`src/rtl/alu_rr_sched.sv`:
```
// Round-robin scheduler sharing one ALU between N_REQ requesters.
// Each operation is issued, held for the ALU latency, and answered on one response channel.
module alu_rr_sched #(
    parameter int N_REQ     = 4,
    parameter int WIDTH_O   = 8,
    parameter int WIDTH_C   = 4,
    parameter int WIDTH_RES = 2 * WIDTH_O,
    parameter int LAT_STD   = 2,
    parameter int LAT_MUL   = 3,
    localparam int ID_W     = (N_REQ > 1) ? $clog2(N_REQ) : 1
) (
    input  logic                       CLK,
    input  logic                       RST_N,
    input  logic [N_REQ-1:0]           REQ_VALID,
    output logic [N_REQ-1:0]           REQ_READY,
    input  logic [N_REQ*WIDTH_O-1:0]   REQ_OPA,
    input  logic [N_REQ*WIDTH_O-1:0]   REQ_OPB,
    input  logic [N_REQ*WIDTH_C-1:0]   REQ_CMD,
    input  logic [N_REQ-1:0]           REQ_MODE,
    input  logic [N_REQ-1:0]           REQ_CIN,
    input  logic [N_REQ*2-1:0]         REQ_INP_VALID,
    output logic [WIDTH_O-1:0]         ALU_OPA,
    output logic [WIDTH_O-1:0]         ALU_OPB,
    output logic [WIDTH_C-1:0]         ALU_CMD,
    output logic                       ALU_MODE,
    output logic                       ALU_CIN,
    output logic                       ALU_CE,
    output logic [1:0]                 ALU_INP_VALID,
    input  logic [WIDTH_RES-1:0]       ALU_RES,
    input  logic                       ALU_COUT,
    input  logic                       ALU_OFLOW,
    input  logic                       ALU_G,
    input  logic                       ALU_E,
    input  logic                       ALU_L,
    input  logic                       ALU_ERR,
    output logic                       RSP_VALID,
    input  logic                       RSP_READY,
    output logic [ID_W-1:0]            RSP_ID,
    output logic [WIDTH_RES-1:0]       RSP_RES,
    output logic [5:0]                 RSP_FLAGS,
    output logic                       BUSY
);

    localparam int LAT_MAX = (LAT_MUL > LAT_STD) ? LAT_MUL : LAT_STD;
    localparam int CNT_W   = (LAT_MAX > 0) ? $clog2(LAT_MAX + 1) : 1;

    typedef enum logic [1:0] {
        IDLE = 2'd0,
        EXEC = 2'd1,
        RESP = 2'd2
    } state_t;

    state_t state_q, state_d;

    logic [ID_W-1:0]    ptr_q;
    logic [ID_W-1:0]    cand;
    logic [ID_W-1:0]    grant_id;
    logic               grant_vld;
    logic [N_REQ-1:0]   ready_c;
    logic               accept;
    logic               capture;
    logic               rsp_done;

    logic [WIDTH_O-1:0] sel_opa, sel_opb;
    logic [WIDTH_C-1:0] sel_cmd;
    logic               sel_mode, sel_cin;
    logic [1:0]         sel_iv;

    logic [ID_W-1:0]    op_id_p0;
    logic [WIDTH_O-1:0] op_opa_p0, op_opb_p0;
    logic [WIDTH_C-1:0] op_cmd_p0;
    logic               op_mode_p0, op_cin_p0;
    logic [1:0]         op_iv_p0;
    logic [CNT_W-1:0]   cnt_p0;

    function automatic logic lat_is_mul(input logic mode, input logic [WIDTH_C-1:0] cmd);
        return mode && ((cmd == WIDTH_C'(9)) || (cmd == WIDTH_C'(10)));
    endfunction

    // Walk the ring from the far end back so the nearest valid requester to ptr wins.
    always_comb begin
        grant_vld = 1'b0;
        grant_id  = '0;
        cand      = '0;
        for (int k = N_REQ - 1; k >= 0; k--) begin
            cand = ID_W'((int'(ptr_q) + k) % N_REQ);
            if (REQ_VALID[cand]) begin
                grant_vld = 1'b1;
                grant_id  = cand;
            end
        end
    end

    always_comb begin
        sel_opa  = REQ_OPA[grant_id*WIDTH_O +: WIDTH_O];
        sel_opb  = REQ_OPB[grant_id*WIDTH_O +: WIDTH_O];
        sel_cmd  = REQ_CMD[grant_id*WIDTH_C +: WIDTH_C];
        sel_mode = REQ_MODE[grant_id];
        sel_cin  = REQ_CIN[grant_id];
        sel_iv   = REQ_INP_VALID[grant_id*2 +: 2];
    end

    always_ff @(posedge CLK or negedge RST_N) begin
        if (!RST_N) state_q <= IDLE;
        else        state_q <= state_d;
    end

    always_comb begin
        state_d  = state_q;
        ready_c  = '0;
        accept   = 1'b0;
        capture  = 1'b0;
        rsp_done = 1'b0;
        case (state_q)
            IDLE: begin
                if (grant_vld) begin
                    ready_c[grant_id] = 1'b1;
                    accept            = 1'b1;
                    state_d           = EXEC;
                end
            end
            EXEC: begin
                if (cnt_p0 == '0) begin
                    capture = 1'b1;
                    state_d = RESP;
                end
            end
            RESP: begin
                if (RSP_READY) begin
                    rsp_done = 1'b1;
                    state_d  = IDLE;
                end
            end
            default: state_d = IDLE;
        endcase
    end

    // READY is combinational, so it is also masked while reset is held.
    assign REQ_READY = RST_N ? ready_c : '0;
    assign BUSY      = (state_q != IDLE);
    assign ALU_CE    = (state_q == EXEC);

    assign ALU_OPA       = op_opa_p0;
    assign ALU_OPB       = op_opb_p0;
    assign ALU_CMD       = op_cmd_p0;
    assign ALU_MODE      = op_mode_p0;
    assign ALU_CIN       = op_cin_p0;
    assign ALU_INP_VALID = op_iv_p0;

    // Stage p0: operation registers, held through EXEC and RESP.
    always_ff @(posedge CLK or negedge RST_N) begin
        if (!RST_N) begin
            op_id_p0   <= '0;
            op_opa_p0  <= '0;
            op_opb_p0  <= '0;
            op_cmd_p0  <= '0;
            op_mode_p0 <= 1'b0;
            op_cin_p0  <= 1'b0;
            op_iv_p0   <= '0;
            cnt_p0     <= '0;
            ptr_q      <= '0;
            RSP_VALID  <= 1'b0;
            RSP_ID     <= '0;
            RSP_RES    <= '0;
            RSP_FLAGS  <= '0;
        end else begin
            if (accept) begin
                op_id_p0   <= grant_id;
                op_opa_p0  <= sel_opa;
                op_opb_p0  <= sel_opb;
                op_cmd_p0  <= sel_cmd;
                op_mode_p0 <= sel_mode;
                op_cin_p0  <= sel_cin;
                op_iv_p0   <= sel_iv;
                cnt_p0     <= lat_is_mul(sel_mode, sel_cmd) ? CNT_W'(LAT_MUL) : CNT_W'(LAT_STD);
            end else if ((state_q == EXEC) && (cnt_p0 != '0)) begin
                cnt_p0 <= cnt_p0 - 1'b1;
            end

            // Response stage: capture on the last EXEC edge.
            if (capture) begin
                RSP_VALID <= 1'b1;
                RSP_ID    <= op_id_p0;
                RSP_RES   <= ALU_RES;
                RSP_FLAGS <= {ALU_COUT, ALU_OFLOW, ALU_G, ALU_E, ALU_L, ALU_ERR};
            end

            if (rsp_done) begin
                RSP_VALID <= 1'b0;
                ptr_q     <= (op_id_p0 == ID_W'(N_REQ - 1)) ? '0 : op_id_p0 + 1'b1;
            end
        end
    end

endmodule

```
`config.mk`:
```
export PLATFORM = sky130hd
export DESIGN_NAME = alu_rr_sched
export DESIGN_NICKNAME = d
export VERILOG_FILES = /design/src/rtl/alu_rr_sched.sv
export SDC_FILE = /design/constraint.sdc
export NUM_CORES = 1
export LEC_CHECK = 0
export ABC_CLOCK_PERIOD_IN_PS = 2600
export CAP_MARGIN = 10
export CORE_ASPECT_RATIO = 0.6
export CORE_UTILIZATION = 35
export DETAILED_ROUTE_END_ITERATION = 6
export PLACE_DENSITY = 0.79
export SLEW_MARGIN = 5
export SYNTH_ARGS = -nofsm -noshare
export SYNTH_HDL_FRONTEND = slang
export SYNTH_SLANG_ARGS = --single-unit
export TNS_END_PERCENT = 5
```
`constraint.sdc`:
```
create_clock -name CLK -period 2.6 [get_ports CLK]
set_clock_uncertainty 0.15 [all_clocks]
set_input_delay 0.78 -clock CLK [delete_from_list [all_inputs] [get_ports CLK]]
set_output_delay 0.78 -clock CLK [all_outputs]
set_load 0.005 [all_outputs]
```
==> tab_implementation.tex <==
\begin{tabular}{lr}
\hline
Metric & Value \\
\hline
\multicolumn{2}{l}{\textbf{Timing}} \\
Max transition margin & 0.6624 \\
Number of endpoints with negative hold slack in the final report & 0 \\
Worst-case setup margin in the final layout & -0.02732 ns \\
Setup repair after global routing missed its margin & yes \\
Max-slew violations & 0 \\
Highest Clock Rate & about 380 MHz \\
Slew at the pin with the worst max-slew slack & slightly above 0.5 ns \\
Min Hold Slack & roughly 0.33 ns \\
Final critical delay including setup and external delays & roughly 2.6 ns \\
Post-route clock period utilization & 1.011 \\
Final setup viols & 4 \\
Setup Total Neg Slack & -0.05873 ns \\
\multicolumn{2}{l}{\textbf{Power and ir drop}} \\
Maximum VDD drop & 522.2 uV \\
Power density over the cells & between 1000 and 1500 mW/mm\^{}2 \\
Pleak & $\sim$2.4 nW \\
\multicolumn{2}{l}{\textbf{Logic synthesis}} \\
Number of standard cells after synthesis & about 310 \\
Synthesized area & 0.003117 mm\^{}2 \\
EDFF count, synth & 0 \\
Seq/Total Area, Yosys & 0.4576 \\
Distinct cell type count after synthesis & 36 \\
Predominant post-synthesis flop cell & sky130\_fd\_sc\_hd\_\_dfrtp\_1 \\
Syn\_nets & between 400 and 500 \\
Share of async-settable or async-resettable flops after synthesis & 1.000 \\
Average size of a mapped cell & about 10 um\^{}2 \\
Yosys synthesis warning count & 0 \\
\#FFs+latches synth & 57 \\
\multicolumn{2}{l}{\textbf{Global routing}} \\
Remaining Overflow, GRT & 0 \\
Global routing usage summed across all routing layers & 0.2241 \\
Antenna violations before repair & 0 \\
Maximum number of pins on one net before global-route repair & 46 \\
Vias in the first global route & 3163 \\
Wire length of the first global-routing pass & between 15000 and 20000 um \\
\multicolumn{2}{l}{\textbf{Placed design}} \\
Port-buffer cells & roughly 180 \\
Post-Place Setup Slack & -0.9928 ns \\
Cell Area, Placed & between 0.005 and 0.006 mm\^{}2 \\
Final GP Congestion & around 0.86 \\
Detailed placement HPWL & between 7000 and 8000 um \\
\multicolumn{2}{l}{\textbf{Clock network}} \\
Clock-pin slew reported for the worst setup and hold paths after clock tree synthesis & around 0.050 ns \\
Total clock buffers created by CTS & 9 \\
Buffers from clock root to sink, at most & 2 \\
CTS sink count & 57 \\
Root Driver & sky130\_fd\_sc\_hd\_\_clkbuf\_16 \\
Clock tree from TritonCTS & yes \\
Total of hold buffers inserted after clock tree synthesis & 0 \\
H-tree Lvls & 3 \\
Skew-Pair Late Insertion Delay & around 0.33 ns \\
\multicolumn{2}{l}{\textbf{Setup path}} \\
Critical Path End Type & output pin \\
R2R depth & 8 \\
Classification of the worst setup path & input port to output pin \\
Maximum fanout along the worst path & 6 \\
Setup slack on the worst flop-to-flop path & $\sim$0.11 ns \\
Signal arrival time at the worst endpoint & 1.70 ns \\
FF-to-FF End & cnt\_p0[0] \\
Capture point of the critical path & REQ\_READY[2] \\
Critical path required time & around 1.7 ns \\
RR Startpoint & ptr\_q[0] \\
CP Launch Point & REQ\_VALID[3] \\
Startpoint Class & input port \\
\multicolumn{2}{l}{\textbf{Status}} \\
Failing checks & setup timing \\
Run status & finished, violations left \\
\multicolumn{2}{l}{\textbf{Finish}} \\
Number of antenna cells inserted & 0 \\
Synth-to-Final Area Change & 80.61\% \\
Layout fillers & $\sim$690 \\
Non-Filler Cell Area, Final & $\sim$0.0056 mm\^{}2 \\
Final Util & 0.6554 \\
Number of nets in the layout & between 600 and 700 \\
Fraction of layout cells with a size suffix above 1 & 0.2112 \\
\multicolumn{2}{l}{\textbf{Drt}} \\
Met3 routed wirelength & about 950 um \\
Vias per cell & between 5 and 6 \\
Highest metal layer with signal wires & met4 \\
Detailed-route wire length & just over 10000 um \\
Met1 Wirelength & $\sim$4300 um \\
Routed wl met2 & roughly 4900 um \\
Number of remaining DRC errors & 0 \\
Iteration-0 DRC count of the detailed router & 120 \\
Antenna violation net count after detailed routing & 0 \\
Via total after detailed routing & roughly 3.2k \\
First-pass iteration count of the detailed router & 4 \\
Detailed-route wire length per cell & between 15 and 20 um \\
\multicolumn{2}{l}{\textbf{Floorplan}} \\
Area of the die & slightly above 0.009 mm\^{}2 \\
Count of boundary I/O pins & 180 \\
Initial cell density of the core & 0.3629 \\
Overall die width & 123.8 um \\
Number of cell rows & 26 \\
Core outline area & 0.008588 mm\^{}2 \\
Die Height & around 75 um \\
\multicolumn{2}{l}{\textbf{Job}} \\
Max-cap viol count & 0 \\
\multicolumn{2}{l}{\textbf{Min path}} \\
Class of the worst hold path & flip-flop to flip-flop \\
\hline
\end{tabular}
## cells by family (layout without fill, tap and decap cells)
logic type / after synthesis / count (layout) / synth area share
simple gates: 103 / 103 / 0.1646
compound gates: 88 / 88 / 0.2148
flops: 57 / 57 / 0.4576
mux: 30 / 30 / 0.1068
buf+inv: 29 / 234 / 0.04255
fa+ha+maj: 2 / 2 / 0.008028
xor+xnor: 2 / 2 / 0.005621
## metrics by stage
step / cells / total power [mW]
2_1_floorplan: 311 / 3.140
3_3_place_gp: 602 / 4.533
4_1_cts: 627 / 6.083
3_5_place_dp: 602 / 4.630
5_1_grt: 628 / 6.498
6_report: 628 / 6.081
## sequential cells by signal, summed over array words and instances, names as in the netlist
register       count
RSP_RES           16
ALU_OPA            8
ALU_OPB            8
RSP_FLAGS          6
ALU_CMD            4
ALU_INP_VALID      2
RSP_ID             2
cnt_p0             2
op_id_p0           2
ptr_q              2
state_q            2
ALU_CIN            1
ALU_MODE           1
RSP_VALID          1
## cells in the final DEF (no fill, tap or decap), types with 2 or more instances in the layout
cell and instances:
sky130_fd_sc_hd__a211oi_1 39, sky130_fd_sc_hd__a21o_1 2, sky130_fd_sc_hd__a21oi_1 4, sky130_fd_sc_hd__a32oi_1 4, sky130_fd_sc_hd__a32oi_2 2, sky130_fd_sc_hd__and3_1 39
sky130_fd_sc_hd__buf_2 4, sky130_fd_sc_hd__buf_4 34, sky130_fd_sc_hd__buf_6 5, sky130_fd_sc_hd__bufinv_16 2, sky130_fd_sc_hd__clkbuf_16 9, sky130_fd_sc_hd__clkdlybuf4s50_1 170
sky130_fd_sc_hd__clkinv_4 3, sky130_fd_sc_hd__dfrtp_1 55, sky130_fd_sc_hd__dfrtp_2 2, sky130_fd_sc_hd__ha_1 2, sky130_fd_sc_hd__inv_1 3, sky130_fd_sc_hd__mux2_2 26
sky130_fd_sc_hd__mux2i_1 3, sky130_fd_sc_hd__nand2_1 40, sky130_fd_sc_hd__nand2_4 2, sky130_fd_sc_hd__nand2b_4 2, sky130_fd_sc_hd__nand3_1 3, sky130_fd_sc_hd__nor2_1 4
sky130_fd_sc_hd__nor2_4 3, sky130_fd_sc_hd__o21ai_0 8, sky130_fd_sc_hd__o31ai_1 20, sky130_fd_sc_hd__xnor2_1 2
## power breakdown
| group | switching (mW) | internal [mW] |
|---|---|---|
| Combinational | 1.35 | 1.84 |
| Clock | 0.431 | 0.845 |
| Sequential | 0.272 | 1.35 |
| Total | 2.05 | 4.03 |
## worst max-delay path, stage by stage
cell	delay, ns
sky130_fd_sc_hd__buf_8	0.11
sky130_fd_sc_hd__buf_4	0.12
sky130_fd_sc_hd__a21o_1	0.18
sky130_fd_sc_hd__buf_6	0.13
sky130_fd_sc_hd__nand2_4	0.06
sky130_fd_sc_hd__nand3_4	0.09
sky130_fd_sc_hd__nor2_2	0.10
sky130_fd_sc_hd__buf_2	0.12
## synth_stat cells, types with 3 or more instances
master | n | share of area
sky130_fd_sc_hd__nor2_1 | 8 | 0.0096
sky130_fd_sc_hd__nand2b_1 | 3 | 0.0060
sky130_fd_sc_hd__mux2i_1 | 4 | 0.013
sky130_fd_sc_hd__nand2_1 | 43 | 0.052
sky130_fd_sc_hd__clkbuf_1 | 19 | 0.023
sky130_fd_sc_hd__dfrtp_1 | 57 | 0.46
sky130_fd_sc_hd__a21oi_1 | 5 | 0.0080
sky130_fd_sc_hd__a32oi_1 | 4 | 0.011
sky130_fd_sc_hd__o21ai_0 | 8 | 0.013
sky130_fd_sc_hd__mux2_2 | 26 | 0.094
sky130_fd_sc_hd__inv_1 | 3 | 0.0036
sky130_fd_sc_hd__buf_2 | 4 | 0.0064
sky130_fd_sc_hd__and3_1 | 39 | 0.078
sky130_fd_sc_hd__a211oi_1 | 39 | 0.094
sky130_fd_sc_hd__nand3_1 | 4 | 0.0064
sky130_fd_sc_hd__o31ai_1 | 20 | 0.048
## cell type report
cell class                 count  area, um^2  share of cell area
multi-input combinational    225        1665              0.2958
clock buffer                   9       225.2             0.04001
inverter                       3       11.26            0.002000
tap                          112       140.1             0.02489
sequential                    57        1429              0.2538
clock inverter                 7       102.6             0.01823
timing repair buffer         215        2056              0.3652
## per-layer routing
| layer | up-vias | global-route usage |
|---|---|---|
| met3 | 17 | 0.07955 |
| met5 | - | 0 |
| met1 | 1516 | 0.2658 |
| met2 | 135 | 0.3809 |
| li1 | 1566 | - |
| met4 | 0 | 0.07898 |
## worst min-delay path by stage
stage	start	end	slack [ns]	cells after the start
after floorplan	op_id_p0[1]	op_id_p0[1]	0.32	2
after global placement	ALU_OPB[5]	ALU_OPB[5]	0.31	2
after detailed placement	ALU_OPB[3]	ALU_OPB[3]	0.32	2
after CTS	ALU_OPB[3]	ALU_OPB[3]	0.33	2
after global routing	ALU_OPB[7]	ALU_OPB[7]	0.35	2
final	ALU_OPB[3]	ALU_OPB[3]	0.33	2
## repair_timing
action,in CTS,in global routing
setup buffers,9,2
gates resized for setup,55,7
pin swaps,9,4
setup endpoints to repair,9,6
Note: power is estimated with default switching activity, not from simulation.
